==> src/rtl/cube_pkg.sv <==
// Shared cube geometry, cell addressing and the display driver's state encoding.
package cube_pkg;
  localparam int WIDTH      = 8;
  localparam int HEIGHT     = 8;
  localparam int DEPTH      = 8;
  localparam int NUM_CELLS  = WIDTH * HEIGHT * DEPTH;
  localparam int LAYER_BITS = WIDTH * DEPTH;

  typedef enum logic [2:0] {
    ST_IDLE,
    ST_LOAD,
    ST_SHIFT,
    ST_BLANK,
    ST_LATCH,
    ST_DISPLAY
  } cube_state_e;

  function automatic logic [8:0] cell_index(input logic [2:0] x, input logic [2:0] y,
                                            input logic [2:0] z);
    return 9'(x) + (9'(y) << 3) + (9'(z) << 6);
  endfunction
endpackage

==> src/rtl/cube_driver_if.sv <==
// Bus between the cube simulator output and the LED board pins.
interface cube_driver_if;
  import cube_pkg::*;

  // No valid/ready here: Cells and Enable are levels sampled on every Clk edge;
  // ser_latch and frame_done are single-cycle pulses; ser_data/ser_clk are levels.
  logic [NUM_CELLS-1:0] Cells;
  logic                 Enable;
  logic                 ser_data;
  logic                 ser_clk;
  logic                 ser_latch;
  logic [HEIGHT-1:0]    layer_en;
  logic                 frame_done;

  modport master (
    input  Cells, Enable,
    output ser_data, ser_clk, ser_latch, layer_en, frame_done
  );

  modport slave (
    output Cells, Enable,
    input  ser_data, ser_clk, ser_latch, layer_en, frame_done
  );
endinterface

==> src/rtl/cube_shift_out.sv <==
// Serializes one 64-bit layer word MSB first; each bit is CLK_DIV cycles low then CLK_DIV high.
module cube_shift_out #(
  parameter int CLK_DIV = 4
) (
  input  logic        Clk,
  input  logic        Reset,
  input  logic        clear,
  input  logic        start,
  input  logic [63:0] word,
  output logic        ser_data,
  output logic        ser_clk,
  output logic        done
);
  localparam int DIV_W = (CLK_DIV > 1) ? $clog2(CLK_DIV) : 1;
  localparam logic [DIV_W-1:0] DIV_LAST = DIV_W'(CLK_DIV - 1);

  logic [62:0]      word_q;
  logic [5:0]       bit_cnt;
  logic [DIV_W-1:0] div_cnt;
  logic             busy;
  logic             phase_end;

  assign phase_end = busy && (div_cnt == DIV_LAST);
  // Combinational so the parent leaves SHIFT on the same edge that ends bit 0's high phase.
  assign done      = phase_end && ser_clk && (bit_cnt == 6'd0);

  always_ff @(posedge Clk or posedge Reset) begin
    if (Reset) begin
      word_q   <= '0;
      bit_cnt  <= '0;
      div_cnt  <= '0;
      busy     <= 1'b0;
      ser_clk  <= 1'b0;
      ser_data <= 1'b0;
    end else if (clear) begin
      div_cnt  <= '0;
      busy     <= 1'b0;
      ser_clk  <= 1'b0;
      ser_data <= 1'b0;
    end else if (start) begin
      word_q   <= word[62:0];
      bit_cnt  <= 6'd63;
      div_cnt  <= '0;
      busy     <= 1'b1;
      ser_clk  <= 1'b0;
      ser_data <= word[63];
    end else if (phase_end) begin
      div_cnt <= '0;
      if (!ser_clk) begin
        ser_clk <= 1'b1;
      end else if (bit_cnt == 6'd0) begin
        busy     <= 1'b0;
        ser_clk  <= 1'b0;
        ser_data <= 1'b0;
      end else begin
        bit_cnt  <= bit_cnt - 6'd1;
        ser_clk  <= 1'b0;
        ser_data <= word_q[62];
        word_q   <= {word_q[61:0], 1'b0};
      end
    end else if (busy) begin
      div_cnt <= div_cnt + DIV_W'(1);
    end
  end
endmodule

==> src/rtl/cube_driver.sv <==
// Snapshots Cells once per frame and scans the 8x8x8 cube one y-layer at a time via a 74HC595 chain.
module cube_driver
  import cube_pkg::*;
#(
  parameter int CLK_DIV    = 4,
  parameter int LAYER_HOLD = 2048
) (
  input  logic          Clk,
  input  logic          Reset,
  cube_driver_if.master bus,
  output cube_state_e   dbg_state
);
  localparam int HOLD_W = (LAYER_HOLD > 1) ? $clog2(LAYER_HOLD) : 1;
  localparam logic [HOLD_W-1:0] HOLD_LAST  = HOLD_W'(LAYER_HOLD - 1);
  localparam logic [2:0]        LAST_LAYER = 3'(HEIGHT - 1);

  cube_state_e           state;
  logic [NUM_CELLS-1:0]  frame_buf;
  logic [2:0]            layer;
  logic [HOLD_W-1:0]     hold_cnt;
  logic [HEIGHT-1:0]     layer_en;
  logic                  ser_latch;
  logic                  frame_done;
  logic                  hold_last;
  logic                  shift_start;
  logic                  shift_done;
  logic [2:0]            next_layer;
  logic [NUM_CELLS-1:0]  word_src;
  logic [LAYER_BITS-1:0] shift_word;

  assign hold_last   = (hold_cnt == HOLD_LAST);
  assign shift_start = bus.Enable &&
                       ((state == ST_LOAD) ||
                        (state == ST_DISPLAY && hold_last && layer != LAST_LAYER));

  // The serializer captures its word on the edge entering SHIFT, so the word is built for
  // the layer about to be shifted: straight from Cells during LOAD, else from the buffer.
  always_comb begin
    word_src   = (state == ST_LOAD) ? bus.Cells : frame_buf;
    next_layer = (state == ST_LOAD) ? 3'd0 : layer + 3'd1;
    shift_word = '0;
    for (int z = 0; z < DEPTH; z++) begin
      for (int x = 0; x < WIDTH; x++) begin
        shift_word[x + WIDTH * z] = word_src[cell_index(3'(x), next_layer, 3'(z))];
      end
    end
  end

  cube_shift_out #(.CLK_DIV(CLK_DIV)) u_shift (
    .Clk      (Clk),
    .Reset    (Reset),
    .clear    (!bus.Enable),
    .start    (shift_start),
    .word     (shift_word),
    .ser_data (bus.ser_data),
    .ser_clk  (bus.ser_clk),
    .done     (shift_done)
  );

  always_ff @(posedge Clk) begin
    if (state == ST_LOAD && bus.Enable) frame_buf <= bus.Cells;
  end

  // layer_en keeps the previous layer lit through LOAD/SHIFT: the storage registers still hold it.
  always_ff @(posedge Clk or posedge Reset) begin
    if (Reset) begin
      state      <= ST_IDLE;
      layer      <= '0;
      hold_cnt   <= '0;
      layer_en   <= '0;
      ser_latch  <= 1'b0;
      frame_done <= 1'b0;
    end else begin
      ser_latch  <= 1'b0;
      frame_done <= 1'b0;
      if (!bus.Enable) begin
        state    <= ST_IDLE;
        layer_en <= '0;
      end else begin
        case (state)
          ST_IDLE: state <= ST_LOAD;
          ST_LOAD: begin
            layer <= '0;
            state <= ST_SHIFT;
          end
          ST_SHIFT: begin
            if (shift_done) begin
              layer_en <= '0;
              state    <= ST_BLANK;
            end
          end
          ST_BLANK: begin
            ser_latch <= 1'b1;
            state     <= ST_LATCH;
          end
          ST_LATCH: begin
            layer_en <= HEIGHT'(1) << layer;
            hold_cnt <= '0;
            state    <= ST_DISPLAY;
          end
          ST_DISPLAY: begin
            if (hold_last) begin
              if (layer == LAST_LAYER) begin
                frame_done <= 1'b1;
                state      <= ST_LOAD;
              end else begin
                layer <= layer + 3'd1;
                state <= ST_SHIFT;
              end
            end else begin
              hold_cnt <= hold_cnt + HOLD_W'(1);
            end
          end
          default: state <= ST_IDLE;
        endcase
      end
    end
  end

  assign bus.layer_en   = layer_en;
  assign bus.ser_latch  = ser_latch;
  assign bus.frame_done = frame_done;
  assign dbg_state      = state;
endmodule

==> src/flat_wrapper.sv <==
// flat-port wrapper written by rule: the top's interface ports become plain ports
module cube_driver_flat import cube_pkg::*;
#(
  parameter int CLK_DIV    = 4,
  parameter int LAYER_HOLD = 2048
)
  (Clk, Reset, dbg_state, bus_Cells, bus_Enable, bus_ser_data, bus_ser_clk, bus_ser_latch, bus_layer_en, bus_frame_done);
  cube_driver_if bus_i ();
  input  logic Clk;
  input  logic Reset;
  output cube_state_e dbg_state;
  input wire logic [$bits(bus_i.Cells)-1:0] bus_Cells;
  input wire logic [$bits(bus_i.Enable)-1:0] bus_Enable;
  output wire logic [$bits(bus_i.ser_data)-1:0] bus_ser_data;
  output wire logic [$bits(bus_i.ser_clk)-1:0] bus_ser_clk;
  output wire logic [$bits(bus_i.ser_latch)-1:0] bus_ser_latch;
  output wire logic [$bits(bus_i.layer_en)-1:0] bus_layer_en;
  output wire logic [$bits(bus_i.frame_done)-1:0] bus_frame_done;
  assign bus_i.Cells = bus_Cells;
  assign bus_i.Enable = bus_Enable;
  assign bus_ser_data = bus_i.ser_data;
  assign bus_ser_clk = bus_i.ser_clk;
  assign bus_ser_latch = bus_i.ser_latch;
  assign bus_layer_en = bus_i.layer_en;
  assign bus_frame_done = bus_i.frame_done;
  cube_driver #(.CLK_DIV(CLK_DIV), .LAYER_HOLD(LAYER_HOLD)) u_core (.Clk(Clk), .Reset(Reset), .bus(bus_i), .dbg_state(dbg_state));
endmodule
==> config.mk <==
export PLATFORM = sky130hd
export DESIGN_NAME = cube_driver_flat
export DESIGN_NICKNAME = d
export VERILOG_FILES = /design/src/rtl/cube_pkg.sv /design/src/rtl/cube_driver_if.sv /design/src/rtl/cube_shift_out.sv /design/src/rtl/cube_driver.sv /design/src/flat_wrapper.sv
export SDC_FILE = /design/constraint.sdc
export NUM_CORES = 1
export LEC_CHECK = 0
export CAP_MARGIN = 5
export CORE_UTILIZATION = 40
export CTS_BUF_LIST = sky130_fd_sc_hd__clkbuf_2 sky130_fd_sc_hd__clkbuf_4 sky130_fd_sc_hd__clkbuf_8
export DETAILED_ROUTE_END_ITERATION = 7
export HOLD_SLACK_MARGIN = 0.02
export PLACE_DENSITY = 0.62
export SLEW_MARGIN = 30
export SYNTH_ARGS = -nofsm -noshare
export SYNTH_HDL_FRONTEND = slang
export SYNTH_SLANG_ARGS = --single-unit
==> constraint.sdc <==
create_clock -name Clk -period 81.7 [get_ports Clk]
set_input_delay 12.255 -clock Clk [delete_from_list [all_inputs] [get_ports Clk]]
set_output_delay 12.255 -clock Clk [all_outputs]
set_load 0.03 [all_outputs]
==> results of run 1 <==
==> kinds of logic after synthesis <==
| family | count (synthesis) | share of synthesized area [%] |
|---|---|---|
| AOI/OAI and AO/OA | 253 | 7.33 |
| xor gates and xnor gates | 6 | 0.208 |
| adders and majority gates | 10 | 0.496 |
| buffers and inverters | 123 | 2.13 |
| DFF | 613 | 70.9 |
| muxes | 311 | 13.5 |
| and+or+nand+nor | 279 | 5.42 |
==> through the flow <==
stage	hold slack (ns)	total power [mW]	cell area (sq um)	utilization (%)
after global routing	0.526	1.05	33400	53.9
after detailed placement	0.490	0.739	31300	50.5
after CTS	0.503	1.01	33400	53.8
after floorplan	0.477	0.693	25200	-
final	0.502	0.999	33400	53.9
after global placement	0.484	0.732	31300	50.5
==> power groups by stage <==
stage	Sequential, mW	Combinational [mW]	Clock [mW]
CTS	0.427	0.307	0.277
floorplan	0.484	0.210	0
global route	0.432	0.328	0.290
global placement	0.431	0.301	0
detailed placement	0.433	0.306	0
finish	0.426	0.304	0.269
==> cells in the mapped netlist, types with 5 or more instances <==
| master | n | area share [%] |
|---|---|---|
| nand2_1 | 90 | 1.3 |
| mux2i_1 | 83 | 3.3 |
| inv_1 | 12 | 0.18 |
| nor2_1 | 9 | 0.13 |
| buf_2 | 28 | 0.56 |
| and3_1 | 7 | 0.17 |
| nand3_1 | 70 | 1.4 |
| a2111oi_0 | 20 | 0.69 |
| mux2_2 | 228 | 10 |
| a21oi_1 | 8 | 0.16 |
| ha_1 | 10 | 0.50 |
| nor2b_1 | 10 | 0.25 |
| o21ai_0 | 6 | 0.12 |
| a2bb2oi_1 | 61 | 2.1 |
| edfxtp_1 | 512 | 61 |
| o211ai_1 | 5 | 0.15 |
| dfrtp_1 | 101 | 10 |
| o31ai_1 | 5 | 0.15 |
| o22ai_1 | 120 | 3.0 |
| clkbuf_1 | 75 | 1.1 |
| nor3_1 | 56 | 1.1 |
| a22o_1 | 5 | 0.17 |
| nand2b_1 | 8 | 0.20 |
==> worst paths after layout <==
kind                                                          to  slack (ns)
max                              u_core.frame_buf[482]$_DFFE_PP_       66.05
min                           u_core.bus.layer_en[5]$_DFFE_PP0P_        0.50
max reg2reg                u_core.u_shift.word_q[52]$_DFFE_PP0P_       77.17
min reg2reg                   u_core.bus.layer_en[5]$_DFFE_PP0P_        0.50
max in group asynchronous   u_core.u_shift.word_q[5]$_DFFE_PP0P_       68.45
min in group asynchronous  u_core.u_shift.word_q[47]$_DFFE_PP0P_       11.96
==> per-layer routing <==
| metal | GRT usage (%) | share of wire [%] |
|---|---|---|
| met4 | 8.55 | 2.7 |
| met3 | 5.05 | 6.0 |
| met5 | 0 | 0.083 |
| met2 | 35.2 | 50 |
| met1 | 25.7 | 41 |
==> state kept, by name, indices dropped and copies added (netlist names) <==
signal / cells
u_core.u_shift.bit_cnt: 6
u_core.dbg_state: 3
u_core.u_shift.div_cnt: 2
u_core.u_shift.word_q: 63
u_core.hold_cnt: 11
u_core.bus.layer_en: 8
u_core.frame_buf: 512
u_core.u_shift.ser_data: 1
u_core.layer: 3
u_core.bus.ser_latch: 1
u_core.u_shift.ser_clk: 1
u_core.u_shift.busy: 1
u_core.bus.frame_done: 1
==> layout make-up <==
cell class / count / area [sq um]
well taps: 837 / 1050
multi-input cells: 859 / 6870
flip-flops and latches: 613 / 17900
fillers: 5080 / 28600
diodes: 13 / 32.5
clock buffers: 151 / 1830
clock inverters: 36 / 203
repair buffers: 549 / 5490
inverters: 12 / 47.5
==> reports/qor.yml, run 1 <==
status: "finished clean"
path_buf_inv: 5
leakage_nw: 11.9
worst_pin_slew_ns: 0.960
power.density_nw_per_um2: 29.9
start_util_pct: 40.7
r2r-start: "u_core.layer[0]$_DFFE_PP0P_"
cts_resized: 0
drt_iter0_drc: 881
intPower_mw: 0.688
grt_pass1_wl_mm: 99.5
cts_setup_buffers: 0
clock_sinks: 613
startpoint: "bus_Enable"
slowest_delay_ns: 0.86
hold_buffers: 0
routed_wl_mm: 67.8
synth_edf_count: 512
crit_top_cell: "buf_4"
ys_ff_latch: 613
setup_viol: 0
drv_slew: 0
coreArea_sq_um: 62100
cts_tree: "done"
final_common_cell: "clkdlybuf4s50_1"
htreeDepth: 3
dieArea_sq_um: 64100
async_flop_share_pct: 16.5
max_freq_mhz: 63.9
syn_area_per_cell_sq_um: 15.8
synthesis.area_sq_um: 25200
antenna_found_initial: 16
clock-root-buffer: "clkbuf_8"
hp-class: "flop to flop"
drc: 0
p_sw_mw: 0.311
cp.depth: 6
fin_setup_tns_ns: 0
p_clk_share_pct: 26.9
drive_above_1_share_pct: 19.5
dp.cells: 2869
rows: 91
grt_start_max_net_pins: 207
gp_congestion: 0.800
fin_cells: 3070
grt.overflow.total: 0
synth_cell_type_count: 56
numCtsBuffers: 105
endpoint_kind: "flop"
rsz0062_at_grt: "false"
cts_max_path_buffers: 3
path_cells: "clkdlybuf4s50_1 > inv_1 > nor3_2 > buf_4 > buf_4 > buf_4"
finalClockSkew_ns: 0.0335
grt_pass1_vias: 16500
min_from: "u_core.bus.layer_en[5]$_DFFE_PP0P_"
fin_ws_ns: 66.05
cp.arrival_ns: 15.94
swShare_pct: 31.2
die_x_um: 253
viasPerCell: 5.15
io_pins: 530
timing.final.crit_share_pct: 19.2
critPathLaunchType: "primary input"
power_frac_comb_pct: 30.4
clk_pin_slew_ns: 0.05
vias: 15800
grt.total_usage_pct: 20.9
hold_depth: 1
dp_slack_ns: 65.35
cp_slowest_cell: "buf_4"
ir_drop_uv: 27.2
io_buffers: 529
most-common-layout-cells: "529 x clkdlybuf4s50_1, 512 x edfxtp_1, 228 x mux2_2"
syn_inst: 1595
dp_hpwl_mm: 45.7
path_class: "primary input to flop"
synth-main-ff-cell: "edfxtp_1"
nets: 2665
required_ns: 81.99
worst_slew_margin_rel_pct: 36.0
firstDrtPassIters: 5
period_minus_slack_ns: 15.65
drv_cap: 0
cp_max_fo: 76
cpLargestDelayFamily: "buffers and inverters"
syn_nets: 2120
syn2layout_area_growth_pct: 32.4
insertion_delay_ns: 0.70
post_drt_wl_per_cell_um: 22.1
ys_seq_area_share_pct: 70.9
hold_viol: 0
yosysWarnings: 0
pwr-share-seq_pct: 42.6
reg2regPathDepth: 8
fp.dieH_um: 253
drtAntennaViolNets: 0
(Power assumes the default switching activity.)
==> run 2: changes to the inputs <==
PLACE_DENSITY = 0.65   (was 0.62)
clock period = 13.3 ns   (was 81.7 ns; I/O delays follow)
==> run 2 against run 1 <==
  * Worst setup slack lost 58 ns
  * Sequential power rose to 6.2 times the previous value
  * Clock-buffer cell count is 12 higher
  * Sequential share of layout area decreased by 0.23 points
  * First-iteration DRC count grew 9.3%
  * Cell area grew 0.43%
  * Final cell count increased by 0.33%
  * Clock skew is 0.0088 ns lower
  * Register-to-register slack got worse by 69 ns
  * Critical path type unchanged
  * Highest routed layer unchanged
==> reports/qor.yml, run 2 (synthesis results as in run 1) <==
dieArea_sq_um: 64100  # unchanged
cp-endpoint: "u_core.frame_buf[396]$_DFFE_PP_"
grt_pass1_wl_mm: 101  # +2.0%
largest-register: "u_core.frame_buf"
syn2layout_area_growth_pct: 33.0
largest_reg_flops: 512  # unchanged
clock_sinks: 613  # unchanged
required_ns: 13.64  # -68.35 ns
power.density_nw_per_um2: 185  # +520%
timing.final.crit_share_pct: 37.4
clk_pin_slew_ns: 0.06  # about the same
worst_pin_slew_ns: 0.991  # +0.0310 ns
worst_slew_margin_rel_pct: 33.9  # -2.1 points
stdcell_area_sq_um: 33600  # +0.43%
drive_above_1_share_pct: 20.1  # +0.64 points
hold_viol: 0  # unchanged
cts_max_path_buffers: 3  # unchanged
cp.arrival_ns: 5.31  # -10.63 ns
leakage_nw: 11.9  # +0.59%
startpoint: "bus_Enable"
cts_setup_buffers: 0  # unchanged
drv_cap: 0  # unchanged
fp.dieH_um: 253  # unchanged
cts_resized: 0  # unchanged
r2r-start: "u_core.layer[0]$_DFFE_PP0P_"
firstDrtPassIters: 5  # unchanged
io_pins: 530  # unchanged
grt_start_max_net_pins: 192  # -7.2%
post_drt_wl_per_cell_um: 22.3  # +0.78%
coreArea_sq_um: 62100  # unchanged
max_freq_mhz: 201
rsz0062_at_grt: "false"
finalClockSkew_ns: 0.0246  # -0.00884 ns
slowest_delay_ns: 0.80  # -0.06 ns
gp_congestion: 0.786  # -1.8%
io_buffers: 529  # unchanged
hp-class: "flop to flop"
cp_slowest_cell: "clkdlybuf4s50_1"
nets: 2665  # unchanged
final_common_cell: "clkdlybuf4s50_1"
vias: 16000  # +1.1%
ir_drop_uv: 148  # +440%
dp_hpwl_mm: 45.4  # -0.79%
numCtsBuffers: 105  # unchanged
antenna_found_initial: 15  # -1
rows: 91  # unchanged
status: "finished clean"
path_cells: "clkdlybuf4s50_1 > inv_6 > nor3_4 > buf_4 > buf_12 > buf_16"
reg2regPathDepth: 8  # unchanged
hold_ws_ns: 0.492  # -0.0106 ns
drc: 0  # unchanged
drtAntennaViolNets: 0  # unchanged
cp_max_fo: 98  # +29%
fillers: 5064  # -0.31%
htreeDepth: 3  # unchanged
largest_registers: "u_core.frame_buf x512, u_core.u_shift.word_q x63, u_core.hold_cnt x11"
rrSetupSlack_ns: 8.39  # -68.78 ns
setup_viol: 0  # unchanged
grt_pass1_vias: 16800  # +1.4%
period_minus_slack_ns: 4.97
endpoint_kind: "flop"
drt_iter0_drc: 963  # +9.3%
reg2reg_to: "u_core.u_shift.ser_data$_DFFE_PP0P_"
grt.overflow.total: 0  # unchanged
multi_input_area_sq_um: 6880  # about the same
grt.total_usage_pct: 21.1  # +0.21 points
most-common-layout-cells: "529 x clkdlybuf4s50_1, 512 x edfxtp_1, 228 x mux2_2"
regArea_sq_um: 17900  # unchanged
critPathLaunchType: "primary input"
routed_wl_mm: 68.6  # +1.1%
viasPerCell: 5.19  # +0.78%
path_class: "primary input to flop"
cts_tree: "done"
die_x_um: 253  # unchanged
drv_slew: 0  # unchanged
insertion_delay_ns: 0.71  # about the same
clock-root-buffer: "clkbuf_8"
postPlaceCellArea_sq_um: 31400  # about the same
hold_buffers: 0  # unchanged
start_util_pct: 40.7  # unchanged
==> run 2: through the flow <==
stage	utilization, %	instances	setup WS, ns	TNS [ns]	total power [mW]
2_1_floorplan	-	1595	-1.33	-680.48	4.01
3_3_place_gp	50.5	2868	7.74	0	4.48
3_5_place_dp	50.5	2869	7.55	0	4.52
4_1_cts	54.0	3065	8.36	0	6.25
5_1_grt	54.1	3078	8.11	0	6.50
6_report	54.1	3080	8.33	0	6.20
==> run 2: worst min-delay path by stage <==
stage / from / to / slack, ns / cells past startpoint
2_1_floorplan: u_core.hold_cnt[10]$_DFFE_PP0P_ / u_core.hold_cnt[10]$_DFFE_PP0P_ / 0.48 / 1
3_3_place_gp: u_core.bus.layer_en[5]$_DFFE_PP0P_ / u_core.bus.layer_en[5]$_DFFE_PP0P_ / 0.48 / 1
3_5_place_dp: u_core.bus.layer_en[4]$_DFFE_PP0P_ / u_core.bus.layer_en[4]$_DFFE_PP0P_ / 0.48 / 1
4_1_cts: u_core.bus.layer_en[4]$_DFFE_PP0P_ / u_core.bus.layer_en[4]$_DFFE_PP0P_ / 0.49 / 1
5_1_grt: u_core.bus.layer_en[3]$_DFFE_PP0P_ / u_core.bus.layer_en[3]$_DFFE_PP0P_ / 0.52 / 1
6_report: u_core.bus.layer_en[4]$_DFFE_PP0P_ / u_core.bus.layer_en[4]$_DFFE_PP0P_ / 0.49 / 1
==> run 2: where the power goes <==
group          total (mW)  leakage, nW  switching [mW]  internal, mW
clock network        1.72         1.15           0.784         0.939
logic                1.85         4.91            1.01         0.844
registers            2.62         5.87           0.141          2.48
total                6.20         11.9            1.93          4.26
==> run 2: layer usage <==
metal | track usage [%] | routed length, um | share of wire [%] | vias up
met5 | 0 | 40 | 0.058 | -
met4 | 7.08 | 1360 | 2.0 | 6
met3 | 5.10 | 3860 | 5.6 | 105
met2 | 35.9 | 35300 | 51 | 485
met1 | 26.2 | 28000 | 41 | 7961
li1 | - | - | - | 7432
==> run 2: layout make-up <==
type | instances | area share (%)
clock inverter | 33 | 0.697
inverter | 12 | 0.157
clock buffer | 163 | 5.68
sequential | 613 | 53.3
tap | 837 | 3.12
multi-input combinational | 859 | 20.5
timing repair buffer | 549 | 16.4
antenna | 14 | 0.104
==> run 2: worst max-delay path, delay by kind of cell <==
family | cells | cell delay [ns]
buf+inv | 5 | 2.48
simple gates | 1 | 0.61
==> run 3: changes to the inputs <==
PLACE_DENSITY = 0.62   (was 0.65)
clock period = 4.65 ns   (was 13.3 ns; I/O delays follow)
==> run 3 against run 2 <==
  * Combinational power grew to 2.9 times the previous value
  * Via count grew 0.48%
  * Power grew to 2.9 times the previous value
  * Non-clock buffer count up 8
  * Critical path depth unchanged
  * Die area did not move
  * Register-to-register slack lost 6.8 ns
  * Highest routed layer unchanged
  * Global-route usage is 0.46 points higher
==> reports/qor.yml, run 3 (synthesis results as in run 1) <==
multi_input_area_sq_um: 6890  # +0.22%
reg2reg_to: "u_core.u_shift.word_q[8]$_DFFE_PP0P_"
grt.total_usage_pct: 21.6  # +0.46 points
most-common-layout-cells: "529 x clkdlybuf4s50_1, 512 x edfxtp_1, 228 x mux2_2"
viasPerCell: 5.20  # +0.22%
fin_ws_ns: 1.57  # -6.75 ns
critPathLaunchType: "flop"
die_x_um: 253  # unchanged
fillers: 4999  # -1.3%
fin_cells: 3088  # +0.26%
grt_util_met1_pct: 28.0  # +1.8 points
clk_pin_slew_ns: 0.06  # about the same
grt_pass1_wl_mm: 102  # +1.0%
path_class: "flop to flop"
clock-root-buffer: "clkbuf_8"
drv_cap: 0  # unchanged
fp.dieH_um: 253  # unchanged
post_drt_wl_per_cell_um: 22.8  # +2.2%
hold_viol: 0  # unchanged
antenna_found_initial: 17  # +2
numCtsBuffers: 102  # -2.9%
drc: 0  # unchanged
max_freq_mhz: 325
rrSetupSlack_ns: 1.57  # -6.82 ns
routed_wl_mm: 70.3  # +2.5%
setup_viol: 0  # unchanged
gp_congestion: 0.866  # +10%
dieArea_sq_um: 64100  # unchanged
globalRoute.busiestLayer: "met2"
largest_reg_flops: 512  # unchanged
cts_resized: 0  # unchanged
vias: 16100  # +0.48%
syn2layout_area_growth_pct: 33.8
dp_hpwl_mm: 47.2  # +4.2%
cts_max_path_buffers: 3  # unchanged
r2r-start: "u_core.layer[1]$_DFFE_PP0P_"
start_util_pct: 40.7  # unchanged
status: "finished clean"
cts_setup_buffers: 0  # unchanged
grt_util_met2_pct: 35.5  # -0.39 points
drv_slew: 0  # unchanged
finalClockSkew_ns: 0.0447  # +0.0200 ns
firstDrtPassIters: 5  # unchanged
use_met3_pct: 4.80  # -0.30 points
rsz0062_at_grt: "false"
largest_registers: "u_core.frame_buf x512, u_core.u_shift.word_q x63, u_core.hold_cnt x11"
cts_tree: "done"
required_ns: 5.27  # -8.37 ns
hp-class: "primary input to async pin"
ir_drop_uv: 231  # +56%
largest-register: "u_core.frame_buf"
dp.cells: 2878  # +0.31%
startpoint: "u_core.layer[1]$_DFFE_PP0P_"
cp_max_fo: 53  # -46%
dp_slack_ns: 1.47  # -6.08 ns
leakage_nw: 12.0  # +0.75%
period_minus_slack_ns: 3.08
p_total_mw: 18.1  # +190%
grt_start_max_net_pins: 143  # -26%
clock_sinks: 613  # unchanged
worst_pin_slew_ns: 0.945  # -0.0461 ns
drt_iter0_drc: 1095  # +14%
worst_slew_margin_rel_pct: 36.4  # +2.5 points
coreArea_sq_um: 62100  # unchanged
drive_above_1_share_pct: 20.1  # about the same
endpoint_kind: "flop"
regArea_sq_um: 17900  # about the same
power.density_nw_per_um2: 535  # +190%
drtAntennaViolNets: 0  # unchanged
insertion_delay_ns: 0.72  # about the same
final_util_pct: 54.4  # +0.31 points
final_common_cell: "clkdlybuf4s50_1"
hold_buffers: 0  # unchanged
reg2regPathDepth: 6  # -2
io_pins: 530  # unchanged
grt.overflow.total: 0  # unchanged
io_buffers: 529  # unchanged
timing.final.crit_share_pct: 66.1
rows: 91  # unchanged
htreeDepth: 3  # unchanged
cp.arrival_ns: 3.69  # -1.62 ns
nets: 2670  # +0.19%
grt_pass1_vias: 16600  # -0.89%
[run 3: area by class of cell]
type                    instances  area share, %
clock inverters                45           1.27
multi-input cells             859           20.4
clock buffers                 149           5.33
diodes                         16          0.119
well taps                     837           3.10
inverters                      12          0.148
repair buffers                557           16.6
flip-flops and latches        613           53.0
[run 3: worst max-delay path by stage]
stage                                            to  slack (ns)  depth (start not counted)
6_report       u_core.u_shift.word_q[8]$_DFFE_PP0P_        1.57                          6
5_1_grt        u_core.u_shift.word_q[0]$_DFFE_PP0P_        1.36                          9
4_1_cts        u_core.u_shift.word_q[8]$_DFFE_PP0P_        1.49                          6
3_5_place_dp        u_core.frame_buf[109]$_DFFE_PP_        1.47                          5
3_3_place_gp        u_core.frame_buf[169]$_DFFE_PP_        1.55                          5
2_1_floorplan         u_core.frame_buf[0]$_DFFE_PP_       -8.73                          3
[run 3: critical path, cell delays in order (launching register included)]
cell	delay [ns]
dfrtp_1	0.42
ha_1	0.25
ha_4	0.80
buf_4	0.50
a2111oi_0	0.13
a2111oi_0	0.65
a2bb2oi_1	0.20
[run 3: layer usage]
metal  part of all wire [%]  vias to the layer above
met5                  0.033                        -
met4                    2.1                        4
met3                    5.7                      103
met2                     50                      552
met1                     42                     7948
li1                       -                     7459
[run 3: per-stage QoR]
step	hold WS, ns	TNS (ns)	cell area (sq um)
6_report	0.503	0	33800
5_1_grt	0.466	0	33700
4_1_cts	0.454	0	33700
3_5_place_dp	0.493	0	31500
3_3_place_gp	0.495	0	31500
2_1_floorplan	0.477	-4468.17	25300
[run 3: report_power, final]
group / internal, mW / leakage (nW) / switching (mW)
logic: 2.47 / 4.97 / 2.93
clock network: 2.91 / 1.18 / 2.26
registers: 7.09 / 5.86 / 0.400
total: 12.5 / 12.0 / 5.59
